## src/rtl/counter_pkg.sv

```systemverilog
// counter_pkg: shared encodings and parameter legality check for the counter datapath
package counter_pkg;
  localparam logic OP_UP = 1'b0;
  localparam logic OP_DOWN = 1'b1;
  localparam logic MODE_SAT = 1'b0;
  localparam logic MODE_WRAP = 1'b1;
  function automatic bit params_ok(int unsigned width, int unsigned max_val, int unsigned step);
    longint unsigned lim;
    lim = (64'd1 << width) - 64'd1;
    return width >= 2 && width <= 32 && max_val >= 1 &&
           longint'(max_val) <= longint'(lim) && step >= 1 && step <= max_val;
  endfunction
endpackage

```

## src/rtl/counter_next_calc.sv

```systemverilog
// counter_next_calc: stepped next count and bound detection at WIDTH+1 bits
module counter_next_calc
  import counter_pkg::*;
#(
  parameter int unsigned WIDTH = 16,
  parameter int unsigned MAX_VAL = 32'hFFFF_FFFF >> (32 - WIDTH),
  parameter int unsigned STEP = 1
) (
  input  logic [WIDTH-1:0] c,
  input  logic             op,
  input  logic             wrap_en,
  output logic [WIDTH-1:0] next_c,
  output logic             bound_hit
);
  localparam logic [WIDTH:0] W_MAX = (WIDTH + 1)'(MAX_VAL);
  localparam logic [WIDTH:0] W_STEP = (WIDTH + 1)'(STEP);
  localparam logic [WIDTH:0] W_MOD = W_MAX + (WIDTH + 1)'(1);
  logic [WIDTH:0] w_c;
  logic [WIDTH:0] w_up;
  logic [WIDTH:0] w_next;
  logic           w_up_hit;
  logic           w_dn_hit;
  assign w_c = {1'b0, c};
  assign w_up = w_c + W_STEP;
  assign w_up_hit = w_up > W_MAX;
  assign w_dn_hit = w_c < W_STEP;
  // a bounded step either wraps modulo MAX_VAL+1 or pins at the bound it crossed
  always_comb begin
    w_next = (op == OP_DOWN)
      ? (w_dn_hit ? ((wrap_en == MODE_WRAP) ? w_c + W_MOD - W_STEP : '0) : w_c - W_STEP)
      : (w_up_hit ? ((wrap_en == MODE_WRAP) ? w_up - W_MOD : W_MAX) : w_up);
    bound_hit = (op == OP_DOWN) ? w_dn_hit : w_up_hit;
  end
  assign next_c = w_next[WIDTH-1:0];
endmodule

```

## src/rtl/counter_datapath_param.sv

```systemverilog
// counter_datapath_param: parametrised up/down counter register with clear, load and terminal-count pulse
module counter_datapath_param
  import counter_pkg::*;
#(
  parameter int unsigned WIDTH = 16,
  parameter int unsigned MAX_VAL = 32'hFFFF_FFFF >> (32 - WIDTH),
  parameter int unsigned STEP = 1
) (
  input  logic             clk,
  input  logic             reset,
  input  logic             op,
  input  logic             c_ld,
  input  logic             c_clr,
  input  logic             d_ld,
  input  logic [WIDTH-1:0] d_in,
  input  logic             wrap_en,
  output logic             z,
  output logic             m,
  output logic             tc,
  output logic [WIDTH-1:0] c_out
);
  localparam logic [WIDTH-1:0] C_MAX = WIDTH'(MAX_VAL);
  if (!params_ok(WIDTH, MAX_VAL, STEP)) begin : g_bad_params
    $error("counter_datapath_param: illegal WIDTH/MAX_VAL/STEP");
  end
  logic [WIDTH-1:0] r_c;
  logic             r_tc;
  logic [WIDTH-1:0] w_next;
  logic             w_hit;
  logic [WIDTH-1:0] w_load;
  counter_next_calc #(.WIDTH(WIDTH), .MAX_VAL(MAX_VAL), .STEP(STEP)) u_next (
    .c(r_c),
    .op(op),
    .wrap_en(wrap_en),
    .next_c(w_next),
    .bound_hit(w_hit)
  );
  assign w_load = (d_in > C_MAX) ? C_MAX : d_in;
  // count register and tc flop: clear beats load beats step beats hold
  always_ff @(posedge clk or posedge reset) begin
    if (reset) begin
      r_c <= '0;
      r_tc <= 1'b0;
    end else begin
      r_c <= c_clr ? '0 : d_ld ? w_load : c_ld ? w_next : r_c;
      r_tc <= !c_clr && !d_ld && c_ld && w_hit;
    end
  end
  assign c_out = r_c;
  assign tc = r_tc;
  assign z = r_c == '0;
  assign m = r_c == C_MAX;
endmodule

```

## config.mk

```make
export PLATFORM = sky130hd
export DESIGN_NAME = counter_datapath_param
export DESIGN_NICKNAME = d
export VERILOG_FILES = /design/src/rtl/counter_pkg.sv /design/src/rtl/counter_next_calc.sv /design/src/rtl/counter_datapath_param.sv
export SDC_FILE = /design/constraint.sdc
export NUM_CORES = 1
export LEC_CHECK = 0
export CORE_MARGIN = 3
export CORE_UTILIZATION = 47
export CTS_CLUSTER_SIZE = 24
export DETAILED_ROUTE_END_ITERATION = 8
export HOLD_SLACK_MARGIN = 0.02
export PLACE_DENSITY = 0.83
export SYNTH_ARGS = -nofsm -noshare
export SYNTH_HDL_FRONTEND = slang
export SYNTH_SLANG_ARGS = --single-unit
```

## constraint.sdc

```tcl
create_clock -name clk -period 2.9 [get_ports clk]
set_input_delay 0.58 -clock clk [delete_from_list [all_inputs] [get_ports clk]]
set_output_delay 0.58 -clock clk [all_outputs]
set_load 0.03 [all_outputs]
```

==> results_dict.tcl <==
set metrics [dict create \
    fmax_mhz 361.1 \
    drv_slew 0 \
    fin_area_um2 2557 \
    ys_seq_elements 17 \
    period_minus_slack_ns 2.769 \
    io_pins 42 \
    syn-instance-count 273 \
    worst-path-buf-inv 1 \
    global_route.peak_usage_layer "met2" \
    ys_async_sr_fraction_pct 100.0 \
    final.period_utilization_pct 95.49 \
    crit_chain "ha_1, nand4_1, nor4_4, dlygate4sd2_1" \
    worstSetupEndpointType "output pin" \
    die_area_um2 5000 \
    clockRootBuffer "clkbuf_8" \
    routedWlPerCell_um 18.99 \
    die_w_um 70.71 \
    path_class "register to output pin" \
    vias_per_cell 6.587 \
    vdd_ir_drop_max_v 0.0002878 \
    cts_max_level 1 \
    port_buffers 41 \
    crit_path_start_kind "register" \
    crit_family "simple AND/OR/NAND/NOR gates" \
    synth_cell_type_count 59 \
    avgSynthCellArea_um2 7.209 \
    grt_max_degree 24 \
    fillers 350 \
    rows 22 \
    worstMarginPinSlew_ns 0.7893 \
    cts_tree "built" \
    grt_pass1_wl_mm 11.07 \
    antenna_left 0 \
    die_y_um 70.71 \
    synth_top_area_share_pct 21.61 \
    hold_path_class "input port to asynchronous set/reset pin" \
    hold_viol_final 0 \
    cts_resized 1 \
    cts.sinks 17 \
    drc 0 \
    grtUsageMet1_pct 39.44 \
    outcome "complete, no violations" \
    drive_gt1_share_pct 12.46 \
    final_nets 341 \
    setup_viol 0 \
    synth_area_leaders "dfrtp_1 22%, nor2_1 5.7%, a21oi_1 5.1%" \
    dpl_cell_area_um2 2511 \
    cap_violations 0 \
    p_leak_nw 1.013 \
    hold_buffers 0 \
    ys_top_cells_by_count "30 x nor2_1, 24 x clkbuf_1, 21 x nand2_1, 20 x a21oi_1, 17 x dfrtp_1" \
    ff2ff_path_depth 6 \
    area_growth_pct 29.94 \
    initial_core_util_pct 51.07 \
    finClkSkew_ns 0.006624 \
    clk_pin_slew_ns 0.08 \
    grt.total_usage_pct 27.51 \
    yosysMostFrequentCell "nor2_1" \
    clock_latency_ns 0.26 \
    syn_nets 300 \
    clk_path_buf_depth 2 \
    dr.first_iter.drc_count 298 \
    dr_total_vias 2378 \
    crit_fanout 10 \
    synth_area_leader_cell "dfrtp_1" \
    synth_ff_type "dfrtp_1" \
    synth_edf_count 0 \
    dr.pass1.iters 5 \
    routed_wl_mm 6.854 \
    grt_pass1_vias 2163 \
    cp_slowest_cell "dfrtp_1" \
    met3_usage_pct 6.250 \
    place_hpwl_mm 5.153 \
    seq_area_frac_synth_pct 21.61 \
    n_antenna_cell 0 \
    slew_headroom_pct 47.33 \
    worstPathRequired_ns 2.32 \
    met2_usage_pct 40.68 \
    cts_buffers 3 \
    rr_startpoint "c_out[8]" \
    cpPeakStageDelay_ns 0.52 \
    fin_setup_tns_ns 0 \
    p_per_area_nw_per_um2 337.3 \
    r2r_slack_ns 0.23 \
    fin_total_pwr_mw 0.8626 \
    syn_area_um2 1968 \
    gp_congestion 0.9673 \
    r2r-end "c_out[9]" \
    ys_warn_count 0 \
    post_cts_buffers 0 \
    antenna_found_initial 0 \
    rsz0062_at_grt "false" \
    grt.overflow.total 0 \
    arrival_ns 2.19 \
    fp.coreArea_um2 3854 \
]
cell families (layout without fill, tap and decap cells):
logic type,Yosys count,after routing,synth area share [%]
and+or+nand+nor,116,116,32.80
AOI/OAI and AO/OA,81,81,27.46
buffers and inverters,41,81,9.091
DFF,17,17,21.61
xor gates and xnor gates,11,11,4.895
adders and majority gates,4,4,2.543
muxes,3,3,1.589
layout by cell type, fill, tap and decap left out, types with 8 or more instances in the layout:
cell type        count
nor2_1              30
nand2_1             21
o31ai_1              9
nand3_1             10
buf_4               27
xnor2_1              8
clkdlybuf4s50_1     39
o21ai_0             12
nor3_1               8
dfrtp_1             17
a21oi_1             20
inv_1                9
registers in the layout, indices dropped and copies added, names as in the netlist:
signal,count
c_out,16
tc,1
how the worst max path moves through the flow:
stage / startpoint / endpoint / slack (ns) / cells past startpoint
final: c_out[1] / m / 0.13 / 4
after global placement: c_out[1] / m / 0.27 / 4
after detailed placement: c_out[1] / m / 0.17 / 4
after global routing: c_out[1] / m / 0.03 / 4
after CTS: c_out[14] / z / 0.01 / 4
after floorplan: c_out[7] / c_out[10] / 0.04 / 10
through the flow:
step | utilization [%] | hold slack [ns] | setup WS (ns) | instances
final | 66.36 | 0.7563 | 0.1308 | 361
after global routing | 66.36 | 0.7823 | 0.03283 | 361
after CTS | 66.30 | 0.7444 | 0.01056 | 361
after detailed placement | 65.16 | 0.7223 | 0.1697 | 357
after global placement | 65.16 | 0.7256 | 0.2659 | 357
after floorplan | - | 0.5061 | 0.03777 | 273
power by group:
| group | leakage (nW) | total [mW] | switching (mW) | internal (mW) |
|---|---|---|---|---|
| Sequential | 0.226 | 0.283 | 0.0293 | 0.253 |
| Clock | 0.0228 | 0.196 | 0.0980 | 0.0981 |
| Combinational | 0.764 | 0.384 | 0.215 | 0.169 |
layout make-up:
class | count | area (µm²) | share of cell area, %
clock buffers | 4 | 45.04 | 1.761
inverters | 9 | 33.78 | 1.321
multi-input cells | 215 | 1379 | 53.91
flip-flops and latches | 17 | 425.4 | 16.63
well taps | 48 | 60.06 | 2.348
repair buffers | 68 | 614.3 | 24.02
layer usage:
| metal | vias to the layer above | part of all wire, % | routed length [µm] |
|---|---|---|---|
| li1 | 1091 | - | - |
| met4 | 0 | 4.0 | 271 |
| met5 | - | 0 | 0 |
| met3 | 31 | 11 | 778 |
| met2 | 169 | 41 | 2842 |
| met1 | 1087 | 43 | 2961 |
worst reg2reg max path: cells and delay by family (launching register included):
family,cells,cell delay (ns)
DFF,1,0.46
and+or+nand+nor,4,1.60
AOI/OAI and AO/OA,2,0.50
Power figures use the tool's default switching activity.
